$ cat src/rtl/spike_synapse_pkg.sv
// spike_pkg: shared widths, status encoding and saturating 8-bit helpers for spike_synapse.
package spike_pkg;
  localparam int CUR_W = 8;
  localparam logic [CUR_W-1:0] CUR_MAX = 8'd255;
  typedef enum logic [1:0] {IDLE, ACTIVE, REFR} status_t;
  function automatic logic [CUR_W-1:0] sat_add8(input logic [CUR_W-1:0] a, input logic [CUR_W-1:0] b);
    logic [CUR_W:0] s;
    s = {1'b0, a} + {1'b0, b};
    return s[CUR_W] ? CUR_MAX : s[CUR_W-1:0];
  endfunction
  function automatic logic [CUR_W-1:0] sat_sub8(input logic [CUR_W-1:0] a, input logic [CUR_W-1:0] b);
    return a > b ? a - b : '0;
  endfunction
endpackage

$ cat src/rtl/spike_synapse_if.sv
// spike_synapse_if: spike/weight inputs and current/status outputs; inhib exists only with SYN_INHIB_EN.
interface spike_synapse_if;
  import spike_pkg::*;
  logic             spike_in;
  logic [CUR_W-1:0] weight_in;
  logic             weight_we;
  logic [CUR_W-1:0] syn_current;
  logic             refractory;
  logic [CUR_W-1:0] event_cnt;
`ifdef SYN_INHIB_EN
  logic             inhib;
  modport master(output spike_in, weight_in, weight_we, inhib, input syn_current, refractory, event_cnt);
  modport slave(input spike_in, weight_in, weight_we, inhib, output syn_current, refractory, event_cnt);
`else
  modport master(output spike_in, weight_in, weight_we, input syn_current, refractory, event_cnt);
  modport slave(input spike_in, weight_in, weight_we, output syn_current, refractory, event_cnt);
`endif
endinterface

$ cat src/rtl/spike_synapse_decay.sv
// syn_decay: free-running decay prescaler and exponential decay amount (min 1 while current is nonzero).
module syn_decay
  import spike_pkg::*;
#(
  parameter int TAU_SHIFT = 3,
  parameter int DECAY_DIV = 0
) (
  input  logic             clk,
  input  logic             rst_n,
  input  logic [CUR_W-1:0] cur,
  output logic             tick,
  output logic [CUR_W-1:0] d
);
  localparam int PW = DECAY_DIV > 0 ? DECAY_DIV : 1;
  localparam logic [PW-1:0] PMAX = PW'((1 << DECAY_DIV) - 1);
  logic [PW-1:0]    prescaler;
  logic [CUR_W-1:0] shifted;
  assign tick = prescaler == PMAX;
  assign shifted = cur >> TAU_SHIFT;
  assign d = (tick && cur != '0) ? (shifted == '0 ? CUR_W'(1) : shifted) : '0;
  always_ff @(posedge clk or negedge rst_n)
    if (!rst_n) prescaler <= '0;
    else prescaler <= tick ? '0 : prescaler + 1'b1;
endmodule

$ cat src/rtl/spike_synapse.sv
// spike_synapse: rising-edge spike to saturating decaying synaptic current with refractory window.
// Define SYN_INHIB_EN to add the inhib input (inhibitory events subtract the weight).
module spike_synapse
  import spike_pkg::*;
#(
  parameter logic [CUR_W-1:0] WEIGHT_INIT = 8'd40,
  parameter int TAU_SHIFT = 3,
  parameter int DECAY_DIV = 0,
  parameter int REFRACT = 4
) (
  input logic clk,
  input logic rst_n,
  spike_synapse_if.slave bus
);
  logic             spike_d, tick, rise, accept, inhibit;
  logic [CUR_W-1:0] cur, d, cur_dec, next_cur, refr_cnt, next_refr, weight, event_cnt;
  status_t          state;
  syn_decay #(.TAU_SHIFT(TAU_SHIFT), .DECAY_DIV(DECAY_DIV)) u_decay (
    .clk(clk), .rst_n(rst_n), .cur(cur), .tick(tick), .d(d)
  );
`ifdef SYN_INHIB_EN
  assign inhibit = bus.inhib;
`else
  assign inhibit = 1'b0;
`endif
  // state is REFR exactly when refr_cnt is nonzero, so it gates acceptance
  assign rise = bus.spike_in & ~spike_d;
  assign accept = rise & (state != REFR);
  assign cur_dec = cur - d;
  assign next_cur = !accept ? cur_dec : inhibit ? sat_sub8(cur_dec, weight) : sat_add8(cur_dec, weight);
  assign next_refr = accept ? CUR_W'(REFRACT) : refr_cnt != '0 ? refr_cnt - 1'b1 : '0;
  always_ff @(posedge clk or negedge rst_n)
    if (!rst_n) begin
      spike_d   <= 1'b0;
      cur       <= '0;
      refr_cnt  <= '0;
      weight    <= WEIGHT_INIT;
      event_cnt <= '0;
      state     <= IDLE;
    end else begin
      spike_d   <= bus.spike_in;
      cur       <= next_cur;
      refr_cnt  <= next_refr;
      weight    <= bus.weight_we ? bus.weight_in : weight;
      event_cnt <= (accept && event_cnt != CUR_MAX) ? event_cnt + 1'b1 : event_cnt;
      state     <= accept ? REFR :
                   state == REFR ? (next_refr != '0 ? REFR : next_cur != '0 ? ACTIVE : IDLE) :
                   (state == ACTIVE && tick && next_cur == '0) ? IDLE : state;
    end
  assign bus.syn_current = cur;
  assign bus.refractory = refr_cnt != '0;
  assign bus.event_cnt = event_cnt;
endmodule

$ cat src/flat_wrapper.sv
// flat-port wrapper written by rule: the top's interface ports become plain ports
module spike_synapse_flat import spike_pkg::*;
#(
  parameter logic [CUR_W-1:0] WEIGHT_INIT = 8'd40,
  parameter int TAU_SHIFT = 3,
  parameter int DECAY_DIV = 0,
  parameter int REFRACT = 4
)
  (clk, rst_n, bus_spike_in, bus_weight_in, bus_weight_we, bus_syn_current, bus_refractory, bus_event_cnt);
  spike_synapse_if bus_i ();
  input logic clk;
  input logic rst_n;
  input wire logic [$bits(bus_i.spike_in)-1:0] bus_spike_in;
  input wire logic [$bits(bus_i.weight_in)-1:0] bus_weight_in;
  input wire logic [$bits(bus_i.weight_we)-1:0] bus_weight_we;
  output wire logic [$bits(bus_i.syn_current)-1:0] bus_syn_current;
  output wire logic [$bits(bus_i.refractory)-1:0] bus_refractory;
  output wire logic [$bits(bus_i.event_cnt)-1:0] bus_event_cnt;
  assign bus_i.spike_in = bus_spike_in;
  assign bus_i.weight_in = bus_weight_in;
  assign bus_i.weight_we = bus_weight_we;
  assign bus_syn_current = bus_i.syn_current;
  assign bus_refractory = bus_i.refractory;
  assign bus_event_cnt = bus_i.event_cnt;
  spike_synapse #(.WEIGHT_INIT(WEIGHT_INIT), .TAU_SHIFT(TAU_SHIFT), .DECAY_DIV(DECAY_DIV), .REFRACT(REFRACT)) u_core (.clk(clk), .rst_n(rst_n), .bus(bus_i));
endmodule
$ cat config.mk
export PLATFORM = sky130hd
export DESIGN_NAME = spike_synapse_flat
export DESIGN_NICKNAME = d
export VERILOG_FILES = /design/src/rtl/spike_synapse_pkg.sv /design/src/rtl/spike_synapse_if.sv /design/src/rtl/spike_synapse_decay.sv /design/src/rtl/spike_synapse.sv /design/src/flat_wrapper.sv
export SDC_FILE = /design/constraint.sdc
export NUM_CORES = 1
export LEC_CHECK = 0
export CAP_MARGIN = 20
export CORE_MARGIN = 2
export CORE_UTILIZATION = 50
export CTS_CLUSTER_SIZE = 25
export DETAILED_ROUTE_END_ITERATION = 16
export PLACE_DENSITY_LB_ADDON = 0.08
export SYNTH_ARGS = -nofsm -noshare
export SYNTH_HDL_FRONTEND = slang
export SYNTH_SLANG_ARGS = --single-unit
$ cat constraint.sdc
create_clock -name clk -period 3.4 [get_ports clk]
set_input_delay 0.68 -clock clk [delete_from_list [all_inputs] [get_ports clk]]
set_output_delay 0.68 -clock clk [all_outputs]
set_load 0.05 [all_outputs]
# Yosys cells after proc, flatten, opt, wreduce, memory -nomap -nowiden

Index checks and enable logic that the tools add are counted.
W data, S select, Z words.

Register bits after elaboration: 36
Bits in latches: 0
Bits in writable memories: 0
ROM bits: 0
Input bits: 12
Output and inout bits: 17
Memories: 0

$add $sub $neg: 5
Multipliers: 0
Div/mod/pow operators: 0
Magnitude comparators: 0
Equality and inequality tests: 4
Shifts and indexed selects: 0
Muxes and demuxes: 12
Bitwise operators: 4
Reduce and logical (&&, ||, !) cells: 11

Operators with widths:

| operator              | count |
|---|---|
| $mux W8               | 4 |
| $reduce_bool A8 Y1    | 4 |
| $logic_not A8 Y1      | 2 |
| $mux W5               | 2 |
| $add A8 B8 Y9         | 1 |
| $add A8 B1 Y8 const B | 1 |
| $mux W2               | 4 |
| $ne A8 B8 Y1 const B  | 1 |
| $sub A8 B1 Y8 const B | 1 |
| $sub A8 B5 Y8         | 1 |
| $logic_and A1 B1 Y1   | 4 |
| $reduce_bool A3 Y1    | 1 |
| $and A1 B1 Y1         | 2 |
| $eq A2 B1 Y1 const B  | 1 |
| $eq A2 B2 Y1 const B  | 1 |
| $mux W1               | 2 |
| $ne A2 B2 Y1 const B  | 1 |
| $not A1 Y1            | 2 |
| $add A1 B1 Y1 const B | 1 |

# Longest topological paths before layout

Word-level depth: 12
Mapped depth: 16

# Cells and area by module

From an unflattened synthesis, not the netlist that was laid out.

Cells, all modules: 244
Area total of the unflattened synthesis: 2394.8 um^2

By module, submodules not included:

| module        | instances | cells an instance | area an instance (um^2) | seq. area each (um^2) |
|---|---|---|---|---|
| spike_synapse | 1         | 231               | 2316.0                  | 878.3 |
| syn_decay     | 1         | 13                | 78.8                    | 0.0 |

# Worst setup path before layout

Ideal clock, no wire load.

Path kind: register -> register
Start: register u_core.cur[4] (netlist: u_core.bus.syn_current[4])
End: register u_core.state[0]
Setup time: 0.139 ns
Arrival time: 3.535 ns
Data required time: 3.261 ns
Setup slack: -0.275 ns
Stages on the path, launching flop included: 16
Buffers on the path: 0
Period minus slack after synthesis: 3.675 ns
Cells stage by stage: dfrtp_1 -> inv_1 -> nand4_1 -> o21bai_1 -> ha_1 -> inv_1 -> fa_1 -> a21o_1 -> a21oi_1 -> xnor2_1 -> ha_1 -> nor2b_1 -> a221oi_2 -> nand3b_4 -> a2111oi_4 -> a41oi_2

Word-level cells in the longest chain between the ends: 12
Elaborated cells between the ends (all ways): 17
Classes of those cells: 2 x add/sub; 8 x mux; 7 x reduce/logical

RTL lines:

| what                                                          | line                      | RTL |
|---|---|---|
| from (decl)                                                   | spike_synapse.sv:16       | `logic [CUR_W-1:0] cur, d, cur_dec, next_cur, refr_cnt, next_refr, weight, event_cnt;` |
| from (signal assigned)                                        | spike_synapse.sv:42       | `cur <= next_cur;` |
| $logic_not A8 Y1 / $reduce_bool A8 Y1 (equally long branches) | spike_synapse_decay.sv:20 | `assign d = (tick && cur != '0) ? (shifted == '0 ? CUR_W'(1) : shifted) : '0;` |
| $mux W5 / $logic_and A1 B1 Y1 (equally long branches)         | spike_synapse_decay.sv:20 |  |
| $mux W5                                                       | spike_synapse_decay.sv:20 |  |
| $sub A8 B5 Y8 (*)                                             | spike_synapse.sv:29       | `assign cur_dec = cur - d;` |
| $add A8 B8 Y9                                                 | spike_synapse_pkg.sv:8    | `s = {1'b0, a} + {1'b0, b};` |
| $mux W8                                                       | spike_synapse_pkg.sv:9    | `return s[CUR_W] ? CUR_MAX : s[CUR_W-1:0];` |
| $mux W8 (*)                                                   | spike_synapse.sv:30       | `assign next_cur = !accept ? cur_dec : inhibit ? sat_sub8(cur_dec, weight) : sat_add8(cur_dec, weight);` |
| $reduce_bool A8 Y1                                            | spike_synapse.sv:47       | `state == REFR ? (next_refr != '0 ? REFR : next_cur != '0 ? ACTIVE : IDLE) :` |
| $mux W1                                                       | spike_synapse.sv:47       |  |
| $mux W2 (2 in a row)                                          | spike_synapse.sv:47       |  |
| $mux W2                                                       | spike_synapse.sv:46       | `state <= accept ? REFR :` |
| to (signal assigned)                                          | spike_synapse.sv:46       |  |
| to (decl)                                                     | spike_synapse.sv:17       | `status_t state;` |

Mark *: on every way between the ends. The rest lies on a longest branch, timed or not.
A chain may end at the register's enable or synchronous reset.

# Worst setup path in the final report

Ends and elaborated chain as after synthesis.

==> results.md <==
* Fraction of registers with async set or reset after synthesis at 100%
* Final layout net count at around 300
* Clock net sink count at 35
* Remaining antenna violation count after routing at 0
* Period utilization at 99.1%
* CP required at 3.56 ns
* DRC viols at 0
* Maximum clock insertion buffer count at 2
* Ys Warns at 0
* Ys flop type: dfrtp_1
* Number of buffers added on ports at 28
* # diodes at 0
* Net count after synthesis at 241
* Share of Yosys cell area claimed by the top area cell type at between 30% and 40%
* Least-Margin Pin Slew at 0.501 ns
* Total length of routed wires at slightly below 5000 um
* Mean number of vias per cell at 5.52
* Worst Setup End Kind: register
* Average footprint of a synthesized cell at 10.5 um2
* Cell Rows at 24
* Global-route congestion overflow total at 0
* Element type at the critical path start: register
* Most frequent cells in the layout: 28 x clkdlybuf4s50_1, 26 x dfrtp_1, 25 x nor2_1
* Largest net degree at the start of global routing at 36
* Worst relative slew slack at 66.5%
* Layout Area Growth over Synthesis at 35.6%
* Die Y-Extent at 70.8 um
* Distinct cell type count of the synthesized netlist at 54
* Area contributors post-synth: dfrtp_1 37%, ha_1 8.4%, xnor2_1 5.1%
* Post-DP HPWL at 3310 um
* DR WL/cell at 15.4 um
* Simple-gate area share of the yosys netlist at roughly 15%
* Mux contribution to synthesized area at 5.89%
* Hold Crit Start: u_core.bus.event_cnt[7]
* F_max at 297 MHz
* Number of synthesized register bits at 35
* Cell at the root of the clock tree: clkbuf_8
* Final worst path period need at 3.37 ns
* Endpoint of the worst hold path: u_core.bus.event_cnt[7]
* Worst setup path category: register to register
* Compound-cell area share of the yosys netlist at 17.2%
* Floorplan core area at 4320 um2
* Worst clock skew at 0.00614 ns
* Part of the Yosys area used for sequential elements at about 39%
* Outcome: finished, final reports clean
* DIE AREA at around 5000 um2
* Die Wd at 70.8 um
* Slack of the worst reg-to-reg path at 0.03 ns
* Worst-case setup slack after placement at -0.0377 ns
* Most common cell after layout, fill and taps aside: clkdlybuf4s50_1
* Reg-to-reg critical path endpoint: u_core.state[0]
* Source of the worst register-to-register timing path: u_core.bus.syn_current[4]
* Starting DRT DRC Count at 91
* Biggest fanout along the worst timing path at 6
* Worst R2R Path Depth at 15
* Post-synthesis instance area at 2230 um2
* Fraction of layout instances using a drive strength above 1 at between 30 and 40%
* Antenna violations before repair at 0
* Ports at 29
* CTS tree: yes
* TritonCTS buffer count at 5
* Count of mapped cells out of synthesis at 212
* Setup repair after global routing missed its margin: yes
* Library cell with the largest summed area after synthesis: dfrtp_1
* Slew Limit Fails at 0
* Post-synthesis adder-cell area fraction at 10.2%
* Xor-xnor portion of the synthesized cell area at 9.03%
* Htree depth at 2
* Number of vias in the routed layout at ~1,800
* Starting density of the core at around half
* Critical Path AT at between 3 and 4 ns
* Final setup vio count at 0
* All-Layer GR Usage at 21.2%
* Number of global-route vias before repair at ~1,800
* Number of max-cap violations at 0
* Largest family of logic cells by synthesized area: compound AO/OA/AOI/OAI gates
* Final WS setup at 0.0318 ns
* Wire length of the first global-routing pass at 8420 um
* Clock transition at path regs at 0.07 ns
* Class of the tightest hold or removal check: register to register
* Number of flops mapped to enable cells by yosys at 0
* Final hold violation count at 0
* Number of iterations in the first detailed-routing pass at 4
* Placer Congestion at 0.799
* Clock latency on the worst-skew pair at 0.29 ns
* Cell depth of the worst hold path at 1
==> logic make-up after synthesis <==
kind of cell,Yosys count
fa+ha+maj,17
flops,35
xor+xnor,23
compound gates,44
mux,12
simple gates,65
buf+inv,16
==> critical path: stages, from the launching register on <==
cell and delay, ns:
dfrtp_2 0.42, inv_2 0.06, nand4_1 0.10, o21bai_1 0.17
ha_2 0.22, inv_2 0.04, fa_2 0.38, a21o_1 0.20
a21oi_2 0.18, xnor2_2 0.14, ha_4 0.22, or4_1 0.55
o21ai_2 0.14, xnor2_1 0.09, o2bb2ai_2 0.20, a41oi_2 0.13
==> Yosys cell counts (3+ instances only) <==
cell type	number
a21o_1	3
a21oi_1	6
dfrtp_1	33
ha_1	15
inv_1	14
mux2_2	9
mux2i_1	3
nand2_1	12
nand4_1	4
nor2_1	26
nor2b_1	4
nor3b_1	3
o22a_1	5
o32a_1	3
xnor2_1	13
xor2_1	10
==> state kept, by name, summed over array words and instances, names as in the netlist <==
register,cells
u_core.bus.syn_current,8
u_core.bus.event_cnt,8
u_core.spike_d,1
u_core.weight,8
u_core.refr_cnt,8
u_core.state,2
==> cell type report <==
cell class	instances	area [um2]
multi-input cells	161	1440
fillers	323	1300
flip-flops and latches	35	887
repair buffers	52	464
clock buffers	6	72.6
well taps	52	65.1
inverters	14	52.6
clock inverters	2	37.5
==> how the worst max path moves through the flow <==
stage,depth (start not counted),start,endpoint,slack [ns]
finish,15,u_core.bus.syn_current[4],u_core.state[0],0.03
global route,15,u_core.bus.syn_current[4],u_core.state[0],-0.10
CTS,15,u_core.bus.syn_current[4],u_core.state[0],0.008
detailed placement,16,u_core.bus.syn_current[5],u_core.state[0],-0.04
global placement,15,u_core.bus.syn_current[6],u_core.state[0],0.04
floorplan,15,u_core.bus.syn_current[4],u_core.state[0],0.03
==> per-stage QoR <==
step	util (%)	TNS [ns]	hold slack (ns)	cells	cell area [um2]
floorplan	-	0	0.384	212	2250
global placement	61.3	0	0.490	299	2650
detailed placement	61.3	-0.0377	0.494	299	2650
CTS	66.3	0	0.508	317	2870
global route	69.9	-0.145	0.547	322	3020
finish	69.9	0	0.503	322	3020
==> layer usage <==
metal  vias to the layer above  share of wire, %  GRT usage, %
met5                         -                 0             0
met4                         0               2.3          8.81
met3                        11               3.3          3.42
met2                        34                51          35.5
met1                       855                43          27.3
li1                        877                 -             -
==> what timing repair did <==
| item | 4_1_cts | 5_1_grt |
|---|---|---|
| gates resized for setup | 6 | 22 |
| endpoints found under the setup margin | 1 | 4 |
| buffers inserted | 10 | 5 |
| pin swaps | 13 | 20 |
| endpoints found under the hold margin | 0 | 0 |
| hold buffers | 0 | 0 |
Power is left out: the tool's default activity adds up to more than one toggle a clock period on the data nets, which glitch-free logic cannot reach.
